### src/rtl/static_bus_tx.sv
// static_bus_tx: source-side driver for a quasi-static bus that crosses into
// another clock domain through a per-bit two-flop synchronizer. Each accepted
// word is registered onto bus_data and then frozen for HOLD_CYCLES cycles, so
// the far side only ever samples a settled, coherent word.
//
// Optional build macro: STATIC_BUS_TX_DEDUP_EN
//   defined   - an accept whose data equals the current bus word completes the
//               handshake but leaves the bus, counter and state untouched
//   undefined - every accept is a full update with a hold window
//
// state | meaning
// ------+-----------------------------------------------------------
// IDLE  | bus settled, in_ready=1, next accepted word is driven out
// HOLD  | bus frozen after an update, in_ready=0, bus_busy=1
module static_bus_tx #(
    parameter int                    DATA_WIDTH  = 4,
    parameter int                    HOLD_CYCLES = 8,
    parameter int                    CNT_WIDTH   = 8,
    parameter logic [DATA_WIDTH-1:0] RESET_VALUE = '0
) (
    input  logic                  clk,
    input  logic                  rst,
    input  logic                  in_valid,
    output logic                  in_ready,
    input  logic [DATA_WIDTH-1:0] in_data,
    output logic [DATA_WIDTH-1:0] bus_data,
    output logic                  bus_busy,
    output logic [CNT_WIDTH-1:0]  upd_cnt
);

    localparam int HCW = (HOLD_CYCLES > 1) ? $clog2(HOLD_CYCLES) : 1;
    localparam logic [HCW-1:0] HOLD_LOAD = HCW'(HOLD_CYCLES - 1);

    localparam logic [0:0] ST_IDLE = 1'b0;
    localparam logic [0:0] ST_HOLD = 1'b1;

    // A zero-length hold would let the bus change under the far-side synchronizer.
    if (HOLD_CYCLES < 1) begin : g_bad_hold
        $error("static_bus_tx: HOLD_CYCLES must be >= 1");
    end

    logic [0:0]     state;
    logic [HCW-1:0] hold_cnt;
    logic           accept;
    logic           same_word;
    logic           do_update;

    // Handshake outputs come from state only, never from in_valid.
    always_comb begin
        in_ready = (state == ST_IDLE);
        bus_busy = (state == ST_HOLD);
    end

    // Decide whether an accept turns into a real bus update.
    always_comb begin
        accept = in_valid & in_ready;
`ifdef STATIC_BUS_TX_DEDUP_EN
        same_word = (in_data == bus_data);
`else
        same_word = 1'b0;
`endif
        do_update = accept & ~same_word;
    end

    // Bus register, hold timer (down-counter to zero) and update counter.
    always_ff @(posedge clk) begin
        if (rst) begin
            state    <= ST_IDLE;
            bus_data <= RESET_VALUE;
            hold_cnt <= '0;
            upd_cnt  <= '0;
        end else begin
            case (state)
                ST_IDLE: begin
                    if (do_update) begin
                        bus_data <= in_data;
                        hold_cnt <= HOLD_LOAD;
                        upd_cnt  <= upd_cnt + CNT_WIDTH'(1);
                        state    <= ST_HOLD;
                    end
                end
                ST_HOLD: begin
                    if (hold_cnt == '0) begin
                        state <= ST_IDLE;
                    end else begin
                        hold_cnt <= hold_cnt - HCW'(1);
                    end
                end
                default: begin
                    state    <= ST_IDLE;
                    hold_cnt <= '0;
                end
            endcase
        end
    end

endmodule

### config.mk
export PLATFORM = sky130hd
export DESIGN_NAME = static_bus_tx
export DESIGN_NICKNAME = d
export VERILOG_FILES = /design/src/rtl/static_bus_tx.sv
export SDC_FILE = /design/constraint.sdc
export NUM_CORES = 1
export LEC_CHECK = 0
export CAP_MARGIN = 20
export CORE_MARGIN = 3
export CORE_UTILIZATION = 44
export CTS_CLUSTER_DIAMETER = 80
export DETAILED_ROUTE_END_ITERATION = 8
export PLACE_DENSITY = 0.75
export SKIP_CTS_REPAIR_TIMING = 1
export SLEW_MARGIN = 20
export SYNTH_ARGS = -nofsm -noshare
export SYNTH_HDL_FRONTEND = slang
export SYNTH_SLANG_ARGS = --single-unit
### constraint.sdc
create_clock -name clk -period 1.7 [get_ports clk]
set_input_delay 0.17 -clock clk [delete_from_list [all_inputs] [get_ports clk]]
set_output_delay 0.17 -clock clk [all_outputs]
set_load 0.01 [all_outputs]
==> flow_summary.toml <==
[timing]
tns_ps = 0
rsz0062_at_grt = "false"
finalCriticalPeriod_ps = 1540
finalSetupViolCount = 0
relSlewSlack_pct = 81.3
drv_slew = 0
period_share_pct = 90.4
fin_skew_ps = 1.52
timing.fmax_ghz = 0.650
tightestPinTransition_ps = 280
hold_viol_final = 0

[clock_tree]
cts-root-buf = "clkbuf_4"
clk_path_buf_depth = 2
path_clk_slew_ps = 90
clock_latency_ps = 280
cts.sinks = 16
cts_made_buffers = 3
htreeDepth = 1
cts_tree = "done"

[routing]
drt_pass1_iterations = 4
met3_length_um = 78
via_per_inst = 5.43
drt_iter0_drc = 8
dr_total_vias = 641
wl_per_cell_um = 11.8
route.detailed.drc = 0
antenna_left = 0
wl_um = 1400
drt-met1-wl_um = 679
wl_met2_um = 612
top_layer = "met4"

[grt]
grt_max_degree = 13
antenna_found_initial = 0
grt_pass1_wl_um = 2330
grt_overflow = 0
track_usage_pct = 15.9
grt_pass1_vias = 581

[yosys]
synth_top_family_by_area = "simple AND/OR/NAND/NOR gates"
ys_types = 27
ys_ff_latch = 16
muxShareOfSynthArea_pct = 1.60
synth_nets = 91
yosysSeqAreaShare_pct = 45.5
syn-cell-area_um2 = 704
synth_fa_ha_area_share_pct = 5.33
synthesis.instances = 81
synth-simple-area-share_pct = 24.2
ys_warn_count = 0
synth_xor_area_share_pct = 2.49
synth_compound_area_share_pct = 15.6
synth_area_per_cell_um2 = 8.70

[die]
pin_count = 21
die_h_um = 46.0
coreArea_um2 = 1400
die_x_um = 46.0
dieArea_um2 = 2120
fp-row-count = 13
initial_core_util_pct = 50.4

[critical_path]
required_ps = 1530
reg2reg_to = "upd_cnt[5]"
crit_type = "flip-flop to output port"
crit_slowest_cell = "clkdlybuf4s50_1"
reg2reg_from = "bus_busy"
crit_start = "bus_busy"
endpoint_kind = "output port"
rr_worst_depth = 3
path_cells = "clkdlybuf4s50_1"
cpLargestDelayFamily = "buffers and inverters"
cp_num_buf_inv = 1
rrSetupSlack_ps = 340
max_stage_delay_ps = 600
crit_path_start_kind = "flip-flop"
worstPathMaxFanout = 10
cp_data_arrival_time_ps = 1370

[place]
hpwl_um = 1050
gp_congestion = 0.791
port_buffers = 20
placed_cells = 114

[power_and_ir_drop]
p_leak_nw = 0.353
p_int_mw = 0.602
p_comb_share_pct = 17.2
power.switching_mw = 0.198
pwr-share-clk_pct = 30.9
power.share.sequential_pct = 51.9
switching_share_pct = 24.7
power.density_nw_per_um2 = 840
ir_worst_vdd_v = 0.000468

[worst_hold_path]
hold_path_startpoint = "in_data[3]"
min_to = "bus_data[3]"
hold_depth = 3
min_path_type = "input port to flip-flop"

[status]
status = "completed"

[flow_run]
cap_viol_max_count = 0

[cells_and_area]
final_layout_size_suffix_gt1_share_pct = 8.74
nets = 114
final_cells = 118
fillers = 122
area_growth_pct = 35.2
diodes = 0
==> sequential cells by signal, summed over array words and instances (netlist names) <==
signal    cells
upd_cnt       8
bus_data      4
hold_cnt      3
bus_busy      1
==> logic make-up after synthesis <==
logic type	after synthesis
simple gates	32
compound gates	19
flops	16
buf+inv	8
fa+ha+maj	3
xor+xnor	2
mux	1
==> power groups by stage <==
stage / sequential (mW) / clock, mW / combinational [mW]
2_1_floorplan: 0.427 / 0 / 0.0747
3_3_place_gp: 0.423 / 0 / 0.135
3_5_place_dp: 0.423 / 0 / 0.140
4_1_cts: 0.415 / 0.254 / 0.140
5_1_grt: 0.418 / 0.271 / 0.154
6_report: 0.415 / 0.247 / 0.138
==> through the flow <==
step                power (mW)  hold slack [ps]  setup WS, ps  instance area, um2  util (%)
global placement         0.558              445           135                 916      65.5
detailed placement       0.563              450          66.5                 916      65.5
floorplan                0.501              306           364                 704         -
finish                   0.800              428           163                 952      68.1
global route             0.842              443          87.0                 952      68.1
CTS                      0.808              420           164                 952      68.1
==> layout make-up <==
cell class              count  area [um2]  area share (%)
clock buffers               4        36.3            3.81
inverters                   4        15.0            1.58
multi-input cells          57         347            36.4
flip-flops and latches     16         320            33.6
well taps                  15        18.8            1.97
repair buffers             22         215            22.6
==> layer usage <==
metal | vias up | global-route usage, %
met2 | 19 | 23.6
met5 | - | 0
met4 | 0 | 10.2
met1 | 294 | 19.5
met3 | 4 | 4.74
li1 | 324 | -
==> cell usage in the layout, fill, tap and decap left out, types with 2 or more instances in the layout <==
cell type and instances:
clkdlybuf4s50_1 20, nand2_1 13, inv_1 4, nand3_1 2, nand4_1 2, dfxtp_1 16
o31ai_1 2, clkbuf_4 3, buf_4 2, o21ai_0 2, ha_1 3, nor2_1 4
or3_1 2, xnor2_1 2, or4_1 2, a21oi_1 12
==> Yosys cell counts <==
cell type | instances | area share, %
dfxtp_1 | 16 | 45
nand2_1 | 13 | 6.9
a21oi_1 | 12 | 8.5
inv_1 | 4 | 2.1
nor2_1 | 4 | 2.1
ha_1 | 3 | 5.3
buf_4 | 2 | 2.1
nand3_1 | 2 | 1.4
nand4_1 | 2 | 1.8
o21ai_0 | 2 | 1.4
o31ai_1 | 2 | 2.1
or3_1 | 2 | 1.8
or4_1 | 2 | 2.1
xnor2_1 | 2 | 2.5
a211oi_1 | 1 | 1.1
a31o_2 | 1 | 1.2
and2b_1 | 1 | 1.1
and3_1 | 1 | 0.89
buf_1 | 1 | 0.53
clkbuf_1 | 1 | 0.53
mux2_2 | 1 | 1.6
nand2b_1 | 1 | 0.89
nand2b_4 | 1 | 2.0
nand3b_1 | 1 | 1.1
nand4b_1 | 1 | 1.2
nor2b_1 | 1 | 0.89
o31a_1 | 1 | 1.2
==> worst max-delay path by stage <==
stage               cells past startpoint  slack (ps)          to
floorplan                               4         360  upd_cnt[4]
global placement                        4         130  upd_cnt[7]
detailed placement                      4          70  upd_cnt[5]
CTS                                     1         160    bus_busy
global route                            1          90    bus_busy
finish                                  1         160    bus_busy
(Power assumes the default switching activity.)
